`src/rtl/branch_predictor_pkg.sv`:
```
// Shared types for the dual-slot BTB branch predictor.
// Counter encoding, BTB entry layout and counter saturation.
`ifndef ALEN
`define ALEN 32
`endif

package branch_predictor_pkg;

    localparam int ALEN  = `ALEN;
    // Widest tag, reached at the smallest legal table (4 entries)
    localparam int TAG_W = ALEN - 3;

    typedef enum logic [1:0] {
        SNT = 2'b00,
        WNT = 2'b01,
        WT  = 2'b10,
        ST  = 2'b11
    } ctr_t;

    typedef struct packed {
        logic              valid;
        logic [TAG_W-1:0]  tag;
        logic [ALEN-1:0]   target;
        ctr_t              ctr;
    } btb_entry_t;

    function automatic ctr_t ctr_next(input ctr_t c, input logic taken);
        ctr_t n;
        n = c;
        unique case (c)
            SNT: n = taken ? WNT : SNT;
            WNT: n = taken ? WT  : SNT;
            WT:  n = taken ? ST  : WNT;
            ST:  n = taken ? ST  : WT;
        endcase
        return n;
    endfunction

endpackage

```
`src/rtl/btb_read_port.sv`:
```
// Single-slot BTB lookup: tag compare and per-slot prediction.
// Pure combinational, one instance per fetch slot.
module btb_read_port
    import branch_predictor_pkg::*;
#(
    parameter int IDXW = 4
) (
    input  btb_entry_t        entry,
    input  logic [`ALEN-1:0]  pc,
    output logic              hit,
    output logic              taken,
    output logic [1:0]        ctr,
    output logic [`ALEN-1:0]  target
);

    logic [TAG_W-1:0] tag;

    assign tag    = TAG_W'(pc >> (IDXW + 1));
    assign hit    = entry.valid && (entry.tag == tag);
    assign taken  = hit && entry.ctr[1];
    assign ctr    = entry.ctr;
    assign target = entry.target;

endmodule

```
`src/rtl/branch_predictor.sv`:
```
// Direct-mapped BTB with 2-bit counters, two lookups per cycle.
// Lookups read the table combinationally; updates land at the clock edge.
module branch_predictor
    import branch_predictor_pkg::*;
#(
    parameter int BTB_ENTRIES = 16
) (
    input  logic                   clk,
    input  logic                   rst_n,
    input  logic [1:0][`ALEN-1:0]  fetch_pc,
    output logic [1:0]             bp_hit,
    output logic [1:0]             bp_taken,
    output logic [1:0]             bp_state,
    output logic [`ALEN-1:0]       bp_addr,
    input  logic                   upd_valid,
    input  logic [`ALEN-1:0]       upd_pc,
    input  logic [`ALEN-1:0]       upd_target,
    input  logic                   upd_taken,
    input  logic                   upd_hit,
    input  logic [1:0]             upd_state,
    input  logic                   bp_flush
);

    localparam int IDXW = $clog2(BTB_ENTRIES);

    btb_entry_t       tbl [BTB_ENTRIES];
    logic [1:0]       slot_ctr [2];
    logic [`ALEN-1:0] slot_tgt [2];

    for (genvar s = 0; s < 2; s++) begin : g_slot
        btb_read_port #(.IDXW(IDXW)) u_rd (
            .entry  (tbl[fetch_pc[s][IDXW:1]]),
            .pc     (fetch_pc[s]),
            .hit    (bp_hit[s]),
            .taken  (bp_taken[s]),
            .ctr    (slot_ctr[s]),
            .target (slot_tgt[s])
        );
    end

    assign bp_addr  = bp_taken[0] ? slot_tgt[0] :
                      bp_taken[1] ? slot_tgt[1] : '0;
    assign bp_state = bp_hit[0] ? slot_ctr[0] :
                      bp_hit[1] ? slot_ctr[1] : 2'b01;

    logic [IDXW-1:0]  u_idx;
    logic [TAG_W-1:0] u_tag;
    logic             u_match;

    assign u_idx = upd_pc[IDXW:1];
    assign u_tag = TAG_W'(upd_pc >> (IDXW + 1));
    // A stale hit (entry evicted since lookup) falls back to the miss path
    assign u_match = upd_hit && tbl[u_idx].valid && (tbl[u_idx].tag == u_tag);

    always_ff @(posedge clk or negedge rst_n) begin
        if (!rst_n) begin
            for (int i = 0; i < BTB_ENTRIES; i++) begin
                tbl[i] <= '{valid: 1'b0, tag: '0, target: '0, ctr: WNT};
            end
        end else if (bp_flush) begin
            for (int i = 0; i < BTB_ENTRIES; i++) begin
                tbl[i].valid <= 1'b0;
            end
        end else if (upd_valid) begin
            if (u_match) begin
                tbl[u_idx].ctr <= ctr_next(ctr_t'(upd_state), upd_taken);
                if (upd_taken) begin
                    tbl[u_idx].target <= upd_target;
                end
            end else if (upd_taken) begin
                tbl[u_idx] <= '{valid: 1'b1, tag: u_tag, target: upd_target, ctr: WT};
            end
        end
    end

endmodule

```
`config.mk`:
```
export PLATFORM = sky130hd
export DESIGN_NAME = branch_predictor
export DESIGN_NICKNAME = d
export VERILOG_FILES = /design/src/rtl/branch_predictor_pkg.sv /design/src/rtl/btb_read_port.sv /design/src/rtl/branch_predictor.sv
export SDC_FILE = /design/constraint.sdc
export NUM_CORES = 2
export LEC_CHECK = 0
export BUFFER_PORTS_ARGS = -buffer_cell sky130_fd_sc_hd__buf_2
export CAP_MARGIN = 25
export CELL_PAD_IN_SITES_DETAIL_PLACEMENT = 1
export CELL_PAD_IN_SITES_GLOBAL_PLACEMENT = 2
export CORE_ASPECT_RATIO = 0.5
export CORE_MARGIN = 5
export CORE_UTILIZATION = 47
export CTS_BUF_LIST = sky130_fd_sc_hd__clkbuf_8
export DETAILED_ROUTE_END_ITERATION = 8
export PLACE_DENSITY_LB_ADDON = 0.1
export SETUP_SLACK_MARGIN = 0.4
export SLEW_MARGIN = 20
export SYNTH_ARGS = -nofsm -noshare
export SYNTH_HDL_FRONTEND = slang
export SYNTH_HIERARCHICAL = 1
export SYNTH_SLANG_ARGS = --single-unit
```
`constraint.sdc`:
```
create_clock -name clk -period 4.3 [get_ports clk]
set_input_delay 0.215 -clock clk [delete_from_list [all_inputs] [get_ports clk]]
set_output_delay 0.215 -clock clk [all_outputs]
set_load 0.03 [all_outputs]
```
==> impl_metrics.py <==
metrics = {
    "routing": {
        "top_layer": "met5",
        "routedWlPerCell_um": 33.1,
        "vias": 40836,
        "drt-initial-drc-count": 3689,
        "finalWirelength_um": 209000,
        "met1_length_um": 90600,
        "ant_nets": 0,
        "via_per_inst": 6.46,
        "drc": 0,
        "wl_met3_um": 14500,
        "route.met2.wl_um": 96800,
        "drt_pass1_iterations": 5,
    },
    "sta": {
        "timing.fmax_ghz": 0.213,
        "hold_ws_ns": 0.123,
        "setup_violations": 36,
        "skew_ns": 0.0422,
        "drv_slew": 0,
        "period_share_pct": 109,
        "fin_ws_ns": -0.405,
        "rsz0062_at_grt": "true",
        "worst_pin_slew_ns": 0.970,
        "hold_viol": 0,
        "relSlewSlack_pct": 35.3,
        "period_minus_slack_ns": 4.71,
    },
    "clock_network": {
        "cts_buffer_depth": 3,
        "cts-htree-levels": 4,
        "clk_latency_ns": 0.88,
        "ctsRootBufferMaster": "clkbuf_8",
        "numCtsBuffers": 156,
        "cts_tree": "built",
        "cts_sinks": 992,
        "path_clk_slew_ns": 0.07,
    },
    "job": {
        "maxCapViolations": 0,
    },
    "floorplan": {
        "die_area_sq_mm": 0.133,
        "die_height_um": 260,
        "rows": 91,
        "io-pin-count": 174,
        "die_w_um": 511,
        "fp.coreArea_sq_mm": 0.124,
        "start_util_pct": 47.6,
    },
    "worst_setup_path": {
        "cp.depth": 15,
        "cp_cell_sequence": "mux4_2 > mux4_2 > xor2_2 > nor4_4 > buf_4 > nand4_1 > buf_6 > nor4_4 > buf_6 > nor2b_4 > buf_12 > buf_8 > buf_16 > a22o_4 > buf_6",
        "crit_type": "flip-flop to output pin",
        "start_kind": "flip-flop",
        "r2r_end": "tbl[59]$_DFFE_PN0P_",
        "cp_slowest_cell": "mux4_2",
        "crit_required_ns": 4.09,
        "critPathMaxStageDelay_ns": 0.52,
        "critPathTopFamily": "buffers and inverters",
        "path_max_fanout": 8,
        "cp.arrival_ns": 4.49,
        "rrSetupSlack_ns": 0.47,
        "worst-r2r-cell-count": 12,
        "endpoint_kind": "output pin",
        "rr_startpoint": "tbl[48]$_DFFE_PN0P_",
        "startpoint": "tbl[51]$_DFFE_PN0P_",
        "cp_common_cell": "buf_6",
        "critPathCapture": "bp_addr[9]",
        "crit_buf_inv": 7,
    },
    "synth": {
        "post-synth-top-area-cell": "dfrtp_1",
        "syn_area_per_cell_sq_um": 13.6,
        "synthArstFlopShare_pct": 100,
        "synthFlopType": "dfrtp_1",
        "ys_seq_elements": 992,
        "synthCells": 4322,
        "yosysMostFrequentCell": "nand2_1",
        "synthTopCellsByCount": "1105 x nand2_1, 976 x dfrtp_1, 723 x mux4_2",
        "synth_edf_count": 0,
        "yosysSeqAreaShare_pct": 42.2,
        "syn_area_sq_mm": 0.0589,
        "yosys_warnings": 6,
        "synth_top_cell_area_share_pct": 41.5,
        "ys_types": 58,
        "synth.area.top_cells": "dfrtp_1 41%, mux4_2 28%, nand2_1 7.0%, mux2_4 6.8%, mux2_2 6.4%",
    },
    "placement": {
        "dp_cells": 5929,
        "gp_congestion": 0.839,
        "io_buffers": 170,
        "dp_hpwl_um": 123000,
    },
    "cells_and_area": {
        "syn_to_final_growth_pct": 14.7,
        "fillCellCount": 11949,
        "largest_reg_flops": 992,
        "reg_top3": "tbl (992)",
        "top_register": "tbl",
        "fin_util_pct": 54.6,
        "drive_gt1_share_pct": 46.1,
        "fin_nets": 4657,
        "final_cells": 6324,
    },
    "worst_hold_path": {
        "hold_path_class": "input port to flip-flop",
    },
    "global_routing": {
        "grt_pass1_wl_um": 309000,
        "antenna_found_initial": 5,
        "gr-usage-all-layers_pct": 31.8,
        "grt_max_degree": 109,
        "globalRouteOverflowTotal": 0,
        "grt_pass1_vias": 44303,
    },
    "run_status": {
        "violations": "setup timing",
        "status": "complete, but fails checks",
    },
    "pwr": {
        "total_leakage_power_nw": 30.6,
        "finalPower_mw": 26.0,
        "ir_worst_vdd_uv": 298,
        "p_per_area_mw_per_mm2": 385,
    },
}
==> cell usage in the layout, fill, tap and decap left out, types with 9 or more instances in the layout <==
cell type      Yosys  layout
nor2_4             0      11
a31oi_1           35      35
nor2b_1           12      11
a22o_2             0      14
buf_4             81     175
mux4_2           723     723
bufinv_16          0       9
a22o_4             0      16
clkinv_2           0      15
mux2_4           266     266
a31o_2            16      16
a311oi_1          14      14
dlygate4sd3_1      0      64
nand2_1         1105    1086
buf_6             38      49
a21oi_4           14      16
dfstp_2           16      16
xor2_1            71      68
inv_1              6      47
buf_12             1      81
xnor2_1           28      28
nor2_1            41      29
mux2_2           332     332
clkbuf_8           0     209
buf_2             21     121
nand2_2            0      15
a21o_1            18      18
mux2i_1           53      53
dfrtp_1          976     976
==> repair_timing <==
item | 4_1_cts | 5_1_grt
hold buffers | 65 | 0
setup endpoints to repair | 38 | 38
resized for setup | 133 | 10
pin swaps | 13 | 4
hold endpoints to repair | 1273 | 0
setup buffers | 31 | 8
cloned | 3 | 1
==> worst register-to-register path, delay by kind of cell, from the launching register on <==
family	cells	cell delay, ns
DFF	1	0.41
xor gates and xnor gates	1	0.37
and+or+nand+nor	1	0.04
buffers and inverters	4	0.86
AOI/OAI and AO/OA	3	0.90
muxes	3	1.10
==> final cells by class <==
type,instances,area [sq um],area share (%)
Multi-Input combinational cell,2861,32200,47.6
Sequential cell,992,24800,36.8
Timing Repair Buffer,504,5000,7.40
Clock buffer,208,2860,4.24
Tap cell,1674,2090,3.10
Clock inverter,73,559,0.828
Inverter,6,22.5,0.0333
Antenna cell,6,15.0,0.0222
==> worst min path at each step <==
stage / startpoint / to / slack, ns / cells after the start
after floorplan: rst_n / tbl[1000]$_DFFE_PN0P_ / -0.08 / 0
after global placement: rst_n / tbl[240]$_DFFE_PN0P_ / 0.32 / 1
after detailed placement: rst_n / tbl[240]$_DFFE_PN0P_ / 0.32 / 1
after CTS: upd_taken / tbl[385]$_DFFE_PN0P_ / 0.04 / 5
after global routing: upd_taken / tbl[385]$_DFFE_PN0P_ / 0.14 / 5
final: upd_taken / tbl[385]$_DFFE_PN0P_ / 0.12 / 5
==> report_power, final <==
part / internal, mW / switching [mW]
sequential: 10.5 / 1.09
combinational: 3.04 / 2.24
clock: 4.85 / 4.21
==> through the flow <==
stage                     TNS, ns  worst slack, ns  cell area, sq um
after floorplan                 0            0.406             59100
after global placement     -10.52           -0.360             62400
after detailed placement   -11.86           -0.392             62400
after CTS                  -16.65           -0.543             67400
after global routing       -16.33           -0.520             67500
final                      -12.04           -0.405             67600
==> per-layer routing <==
metal  global-route usage [%]  vias up
met1                     45.6    22393
met4                     11.0        2
li1                         -    16358
met5                        0        -
met2                     49.4     1670
met3                     5.47      413
==> cells by family after synthesis <==
family / after synthesis / share of synthesized area, %
compound gates: 171 / 2.43
xor+xnor: 99 / 1.47
fa+ha+maj: 1 / 0.0170
buf+inv: 472 / 4.10
flops: 992 / 42.2
mux: 1374 / 41.7
other cells: 1 / 0.00637
simple gates: 1212 / 8.08
(Power assumes the default switching activity.)
